[config.mk]
export PLATFORM = sky130hd
export DESIGN_NAME = adder_pipe
export DESIGN_NICKNAME = d
export VERILOG_FILES = /design/src/rtl/adder_pipe.sv
export SDC_FILE = /design/constraint.sdc
export NUM_CORES = 1
export LEC_CHECK = 0
export CORE_MARGIN = 3
export CORE_UTILIZATION = 35
export CTS_CLUSTER_DIAMETER = 100
export CTS_CLUSTER_SIZE = 14
export DETAILED_ROUTE_END_ITERATION = 8
export GPL_TIMING_DRIVEN = 1
export PLACE_DENSITY = 0.67
export SYNTH_ARGS = -nofsm -noshare
export SYNTH_HDL_FRONTEND = slang
export SYNTH_SLANG_ARGS = --single-unit
[constraint.sdc]
create_clock -name clk -period 7.3 [get_ports clk]
set_clock_uncertainty 0.05 [all_clocks]
set_input_delay 0.73 -clock clk [delete_from_list [all_inputs] [get_ports clk]]
set_output_delay 0.73 -clock clk [all_outputs]
set_load 0.01 [all_outputs]
[src/rtl/adder_pipe.sv]
// Pipelined add/sub/accumulate unit with valid/ready flow control on both sides.
// Operands travel through STAGES-1 skid-free holding stages; all arithmetic happens on entry to the output stage.
module adder_pipe #(
  parameter int WIDTH    = 8,
  parameter int SWIDTH   = WIDTH + 1,
  parameter int STAGES   = 2,
  parameter bit SATURATE = 1'b0
) (
  input  logic              clk,
  input  logic              rst_n,
  input  logic              in_valid,
  output logic              in_ready,
  input  logic [1:0]        mode,
  input  logic              cin,
  input  logic [WIDTH-1:0]  x,
  input  logic [WIDTH-1:0]  y,
  output logic              out_valid,
  input  logic              out_ready,
  output logic [SWIDTH-1:0] sm,
  output logic              sm_zero,
  output logic              sm_ovf,
  output logic [SWIDTH-1:0] acc
);

  localparam logic [1:0] MODE_ADD = 2'b00;
  localparam logic [1:0] MODE_SUB = 2'b01;
  localparam logic [1:0] MODE_ACC = 2'b10;
  localparam int         PAD      = SWIDTH + 1 - WIDTH;

  logic              out_valid_q;
  logic [SWIDTH-1:0] sm_q;
  logic              zero_q;
  logic              ovf_q;
  logic [SWIDTH-1:0] acc_q;

  logic              ld_last;
  logic              last_vld;
  logic [1:0]        last_mode;
  logic              last_cin;
  logic [WIDTH-1:0]  last_x;
  logic [WIDTH-1:0]  last_y;

  logic [SWIDTH:0]   ext_x;
  logic [SWIDTH:0]   ext_y;
  logic [SWIDTH:0]   ext_cin;
  logic [SWIDTH:0]   ext_acc;
  logic [SWIDTH:0]   r_sum;
  logic [SWIDTH-1:0] res_d;
  logic              ovf_d;
  logic [SWIDTH-1:0] acc_d;

  // Bit SWIDTH of the extended result is carry-out for add and borrow for subtract.
  function automatic logic [SWIDTH-1:0] sat_fn(input logic [SWIDTH:0] r, input logic is_sub);
    if (SATURATE && r[SWIDTH]) return is_sub ? '0 : '1;
    return r[SWIDTH-1:0];
  endfunction

  assign ld_last = ~out_valid_q | out_ready;

  generate
    if (STAGES == 1) begin : g_direct
      assign in_ready  = ld_last;
      assign last_vld  = in_valid;
      assign last_mode = mode;
      assign last_cin  = cin;
      assign last_x    = x;
      assign last_y    = y;
    end else begin : g_pipe
      localparam int M = STAGES - 1;
      logic [M-1:0]     vld_q;
      logic [M-1:0]     ld;
      logic             free;
      logic [1:0]       mode_q [M];
      logic             cin_q  [M];
      logic [WIDTH-1:0] x_q    [M];
      logic [WIDTH-1:0] y_q    [M];

      // A stage may load if it or any stage downstream of it has room.
      always_comb begin
        free = ld_last;
        ld   = '0;
        for (int i = M - 1; i >= 0; i--) begin
          free  = free | ~vld_q[i];
          ld[i] = free;
        end
      end

      always_ff @(posedge clk or negedge rst_n) begin
        if (!rst_n) begin
          vld_q <= '0;
        end else begin
          if (ld[0]) vld_q[0] <= in_valid;
          for (int i = 1; i < M; i++)
            if (ld[i]) vld_q[i] <= vld_q[i-1];
        end
      end

      always_ff @(posedge clk) begin
        if (ld[0]) begin
          mode_q[0] <= mode;
          cin_q[0]  <= cin;
          x_q[0]    <= x;
          y_q[0]    <= y;
        end
        for (int i = 1; i < M; i++) begin
          if (ld[i]) begin
            mode_q[i] <= mode_q[i-1];
            cin_q[i]  <= cin_q[i-1];
            x_q[i]    <= x_q[i-1];
            y_q[i]    <= y_q[i-1];
          end
        end
      end

      assign in_ready  = ld[0];
      assign last_vld  = vld_q[M-1];
      assign last_mode = mode_q[M-1];
      assign last_cin  = cin_q[M-1];
      assign last_x    = x_q[M-1];
      assign last_y    = y_q[M-1];
    end
  endgenerate

  always_comb begin
    ext_x   = {{PAD{1'b0}}, last_x};
    ext_y   = {{PAD{1'b0}}, last_y};
    ext_cin = {{SWIDTH{1'b0}}, last_cin};
    ext_acc = {1'b0, acc_q};
    r_sum   = '0;
    res_d   = '0;
    ovf_d   = 1'b0;
    acc_d   = acc_q;
    case (last_mode)
      MODE_ADD: begin
        r_sum = ext_x + ext_y + ext_cin;
        ovf_d = r_sum[SWIDTH];
        res_d = sat_fn(r_sum, 1'b0);
      end
      MODE_SUB: begin
        r_sum = ext_x - ext_y - ext_cin;
        ovf_d = r_sum[SWIDTH];
        res_d = sat_fn(r_sum, 1'b1);
      end
      MODE_ACC: begin
        r_sum = ext_acc + ext_x + ext_cin;
        ovf_d = r_sum[SWIDTH];
        res_d = sat_fn(r_sum, 1'b0);
        acc_d = res_d;
      end
      default: acc_d = '0;
    endcase
  end

  // Output stage: doubles as the last pipeline register, so results hold while stalled.
  always_ff @(posedge clk or negedge rst_n) begin
    if (!rst_n) begin
      out_valid_q <= 1'b0;
      sm_q        <= '0;
      zero_q      <= 1'b0;
      ovf_q       <= 1'b0;
      acc_q       <= '0;
    end else if (ld_last) begin
      out_valid_q <= last_vld;
      if (last_vld) begin
        sm_q   <= res_d;
        zero_q <= (res_d == '0);
        ovf_q  <= ovf_d;
        acc_q  <= acc_d;
      end
    end
  end

  assign out_valid = out_valid_q;
  assign sm        = sm_q;
  assign sm_zero   = zero_q;
  assign sm_ovf    = ovf_q;
  assign acc       = acc_q;

endmodule

---- Yosys cells after proc, flatten, opt, wreduce, memory -nomap -nowiden ----
Memory sizes are Yosys's and may differ from the RTL's.
Index checks and enable logic that the tools add are counted.
word-level totals
  flip-flop bits (word level) ............. 22
  bits in writable memories ............... 19
  bits of input ports ..................... 23
  word-level logic and storage cells ...... 33
  memories ................................ 4
cells by class
  add/sub/neg operators ................... 6
  equal/unequal tests ..................... 2
  mux-type cells .......................... 5
  bitwise logic cells ..................... 5
  reduce and logical (&&, ||, !) cells .... 5
memory list
  name           depth  width  read ports  clocked after Yosys merged registers in  write ports  line  text
  g_pipe.x_q     1      8      1           0                                        1            75    logic [WIDTH-1:0] x_q [M];
  g_pipe.y_q     1      8      1           0                                        1            76    logic [WIDTH-1:0] y_q [M];
  g_pipe.mode_q  1      2      1           0                                        1            73    logic [1:0] mode_q [M];
  g_pipe.cin_q   1      1      1           0                                        1            74    logic cin_q [M];
operators by type and width
  kind                                           count
  case mux 9 bit (3 select lines)                1
  case mux 9 bit (2 select lines)                1
  adder 10 x 1 -> 10 bit                         1
  adder 9 x 1 -> 10 bit                          1
  adder 9 x 8 -> 10 bit                          1
  subtractor 9 x 2 -> 10 bit                     1
  adder 8 x 8 -> 9 bit                           1
  logical NOT 9 bit                              1
  subtractor 8 x 8 -> 9 bit                      1
  NOT 1 bit                                      3
  case mux 1 bit (3 select lines)                1
  AND reduction 3 bit                            1
  == test 2 x 1 -> 1 bit, second input constant  1
  == test 2 bit, second input constant           1
  logical NOT 2 bit                              1
  two-way mux 1 bit                              2
  OR 1 bit                                       2
  AND reduction 2 bit                            1
  OR reduction 2 bit                             1

---- Longest topological paths before layout ----
  depth after elaboration ................. 5
  mapped depth ............................ 14

---- Worst setup path before layout ----
No wires, ideal clock.
  path kind ............................... register to register
  start ................................... memory g_pipe.x_q[0][0]
  end ..................................... register zero_q, in the netlist sm_zero
  library setup time ...................... 0.122 ns
  arrival time ............................ 2.951 ns
  required time ........................... 7.128 ns
  setup slack ............................. 4.178 ns
  stages on the path, launching flop included .. 15
  path buffers ............................ 0
  period minus slack after synthesis ...... 3.122 ns
  cells stage by stage .................... edfxtp_1 > inv_1 > ha_1 > inv_1 > fa_1 > inv_1 > ha_1 > and4_2 > o21a_1 > a311oi_2 > a211o_1 > a211oi_1 > o32ai_1 > a41oi_1 > a32o_1
on the way
  word-level cells in the longest chain between the ends .. 5
  elaborated cells between the ends (all ways) .. 9
  those cells by class .................... add/sub (6); mux (1); reduce/logical (1); memory (1)
RTL lines
  what                                            line  text
  from (decl)                                     75
  memory (1 x 8 bit) (*)                          -
  adder 9 x 8 -> 10 bit (tied with other cells)   145   r_sum = ext_acc + ext_x + ext_cin;
  adder 10 x 1 -> 10 bit (tied with other cells)  145
  case mux 9 bit (3 select lines) (*)             133   case (last_mode)
  logical NOT 9 bit (*)                           166   zero_q <= (res_d == '0);
  to (signal assigned)                            166
  to (decl)                                       32    logic zero_q;
Every way passes the cells marked *; elsewhere a longest branch is shown, timed or not.
A chain may end at the register's enable or synchronous reset.

---- Worst setup path after layout ----
Ends and elaborated chain as after synthesis.

==> results list <==
* Die Ht: 97.9 µm
- For this block, the initial DRC count from the detailed router was 113.
- TritonCTS buffer count: 5
- The routed layout has roughly 2200 vias.
- Synthesis handed over a netlist of 290 instances.
- sky130_fd_sc_hd__nand2_1 is the most common cell in the netlist.
- Share of cells above drive strength 1: 0.0783
- The die covers 9590 µm².
- Dividing the final minimum period by the clock period gives 0.463.
- Top-area cell type share of the netlist area: 0.193
- Placed instance area: roughly 3400 µm²
- STA classifies the critical path endpoint as a register.
- Total global-route track usage: 0.135
- The worst-case IR drop observed on VDD is 115 µV.
* Drc violations: 0
* Weighted congestion at the end of routability-driven global placement: roughly 0.85
* Source-to-sink clock delay at the later pin of the worst-skew pair: about 0.30 ns
* Critical path fanouts, max: 4
- Synthesis produced a netlist with a net count of about 350.
* Starting utilization of the core area: 0.371
* Final setup violation count: 0
- Leakage dissipation: ~0.0015 µW
* Total core area: approximately 8000 µm²
- The via count of the first global-routing pass came to 2163.
* Overflow left after global routing: 0
- The run finished with clean final reports.
- The clock period could shrink to between 3 and 4 ns.
- In this run the cell area of the synthesized design comes to around 3000 µm².
- After the last flow step, the layout net total stands at 387.
- After synthesis, the most frequently instantiated cells are sky130_fd_sc_hd__nand2_1 (31), sky130_fd_sc_hd__ha_1 (28), sky130_fd_sc_hd__inv_1 (24).
- Remaining antenna violation count after routing: 0
- Global-route wire length before repair: between 10 and 15 mm
- After clock tree synthesis, the flow added hold-fix buffers numbering 0.
* Post-CTS Repair Setup Buffers: 0
- In this run, distinct cell masters in the synthesized netlist total 63.
- Mean cell area of the mapped netlist: 10.2 µm²
- Largest cells by area after synthesis: sky130_fd_sc_hd__edfxtp_1 (19%), sky130_fd_sc_hd__dfrtp_1 (19%), sky130_fd_sc_hd__ha_1 (12%), sky130_fd_sc_hd__nand2_1 (3.9%), sky130_fd_sc_hd__fa_1 (3.4%)
* Number of max-cap violations: 0
- Post-synth EDFFs: 19
- TritonCTS built the clock tree.
- For this run, asynchronously set or reset flops after synthesis account for 0.537.
- After clock tree synthesis, the repair step resized 0 gates.
* Data required time of the critical path: around 7.4 ns
- Type of the tightest min-delay check: register to register
* Signal arrival time at the worst endpoint: between 3 and 4 ns
- The worst setup path is of the register to register kind.
* Boundary Pins: 45
- Dividing the detail-routed via count by the number of cells gives around 5.1.
* Post-route setup TNS: 0 ns
- Number of buffers inserted by port buffering: 44
* TritonCTS Sinks: slightly above 40
* Flip-flop and latch count after synthesis: 41
- Area growth syn-to-layout: 19.6%
- Clock Tree Root: sky130_fd_sc_hd__clkbuf_8
* Headroom to the max-slew limit: 0.321
* Number of levels the H-tree was split into: 2
- Initial antenna violation count: 0
- Clock-pin slew on the worst setup and hold paths: approximately 0.090 ns
- The floorplan has 32 rows.
* Cell area after layout: ~3500 µm²
* Maximum frequency from static timing analysis: 0.296 GHz
- Dividing the detail-routed wire length by the instance count gives ~15 µm.
- Ant diodes: 0
- The share of the Yosys chip area taken by registers is 0.379.
- Iteration count of the initial detailed-routing pass: 4
- Of all cell types, the one taking the most synthesized area is sky130_fd_sc_hd__edfxtp_1.
* DP Wirelength: ~5 mm
- STA classifies the critical path startpoint as a register.
* Maximum number of pins on one net before global-route repair: 23
- CTS max path bufs: 2
- After detailed routing, the total wire length is about 6.3 mm.
- Post-synth top flop: sky130_fd_sc_hd__dfrtp_1
* Number of warnings reported in the yosys synthesis log: 0
* PwrDens: 234 nW/µm²
- Slew at the pin closest to its max-slew limit: around 1.0 ns
- Total count of max-transition violations in the final report: 0
* Die Wd: 97.9 µm
* Final Hold Viols: 0
* RSZ-0062 raised after global routing: no
-- critical path, cell delays in order, from the launching register on --
cell                       delay (ns)
sky130_fd_sc_hd__edfxtp_1        0.41
sky130_fd_sc_hd__inv_1           0.12
sky130_fd_sc_hd__ha_1            0.22
sky130_fd_sc_hd__inv_1           0.07
sky130_fd_sc_hd__fa_1            0.50
sky130_fd_sc_hd__inv_1           0.06
sky130_fd_sc_hd__ha_1            0.25
sky130_fd_sc_hd__and4_2          0.25
sky130_fd_sc_hd__o21a_1          0.11
sky130_fd_sc_hd__a311oi_2        0.30
sky130_fd_sc_hd__a211o_1         0.18
sky130_fd_sc_hd__a211oi_1        0.07
sky130_fd_sc_hd__o32ai_1         0.28
sky130_fd_sc_hd__a41oi_1         0.11
sky130_fd_sc_hd__a32o_1          0.31
-- registers in the layout, indices dropped and copies added (netlist names) --
name / cells
out_valid: 1
g_pipe.x_q: 8
acc: 9
g_pipe.cin_q: 1
sm: 9
sm_ovf: 1
g_pipe.mode_q: 2
g_pipe.vld_q: 1
sm_zero: 1
g_pipe.y_q: 8
-- routing by layer --
layer | vias up | part of all wire | track usage
li1 | 1128 | - | -
met3 | 4 | 0.042 | 0.0264
met1 | 1033 | 0.51 | 0.195
met4 | 0 | 0.0070 | 0.0256
met5 | - | 0 | 0
met2 | 47 | 0.44 | 0.212
-- report_power, final --
group	internal, µW	total (µW)	leakage [µW]	switching (µW)
clock	87.9	170	0.0000534	82.4
combinational	174	349	0.000964	175
sequential	281	309	0.000481	27.7
-- path summary, 6_finish.rpt --
path                       slack [ns]             endpoint  depth (start not counted)                  startpoint
hold reg to reg                  0.44    sm[3]$_DFFE_PN0P_                          2           sm[3]$_DFFE_PN0P_
min in group asynchronous        0.93    sm[0]$_DFFE_PN0P_                          1                       rst_n
max in group asynchronous        5.65   acc[7]$_DFFE_PN0P_                          1                       rst_n
setup reg to reg                 3.92  sm_zero$_DFFE_PN0P_                         14  g_pipe.x_q[0][0]$_DFFE_PP_
hold / removal                   0.44    sm[3]$_DFFE_PN0P_                          2           sm[3]$_DFFE_PN0P_
setup / recovery                 3.92  sm_zero$_DFFE_PN0P_                         14  g_pipe.x_q[0][0]$_DFFE_PP_
-- cell usage in the layout (no fill, tap or decap), drive strengths merged, types with 3 or more instances in the layout --
cell	Yosys	layout
o21a	5	5
o21bai	4	4
nand2b	7	7
a211oi	3	3
xor2	9	9
nor3	3	3
nor2	8	8
o21ai	19	19
edfxtp	19	19
ha	28	28
dfrtp	22	22
a31oi	6	6
a21oi	15	15
nand2	32	32
xnor2	11	11
clkdlybuf4s50	0	44
inv	24	24
o31ai	3	3
mux2	6	6
a21o	5	5
clkbuf	6	7
nand3b	5	5
fa	5	5
-- area by class of cell --
class,count,area (µm²)
clock buffers,7,97.6
clock inverters,1,5.00
flip-flops and latches,41,1120
inverters,24,90.1
repair buffers,45,448
multi-input cells,214,1650
fillers,787,4430
well taps,102,128
-- stage by stage --
stage / hold slack, ns / instances / setup slack, ns / util / power [µW]
6_report: 0.438 / 434 / 3.92 / 0.444 / 828
5_1_grt: 0.461 / 434 / 3.70 / 0.444 / 883
4_1_cts: 0.447 / 434 / 3.92 / 0.444 / 834
3_5_place_dp: 0.427 / 426 / 3.92 / 0.431 / 663
3_3_place_gp: 0.413 / 426 / 4.03 / 0.431 / 658
2_1_floorplan: 0.384 / 290 / 4.18 / - / 542
-- kinds of logic (layout without fill, tap and decap cells) --
family | Yosys count | count (layout) | synth area share
AO/OA/AOI/OAI | 81 | 81 | 0.189
buffers and inverters | 35 | 77 | 0.0635
multiplexers | 7 | 7 | 0.0262
adder cells (fa/ha/maj) | 33 | 33 | 0.152
XOR/XNOR | 20 | 20 | 0.0592
flip-flops | 41 | 41 | 0.379
AND/OR/NAND/NOR | 73 | 73 | 0.130
No activity file was read; power rests on OpenSTA's default activity.
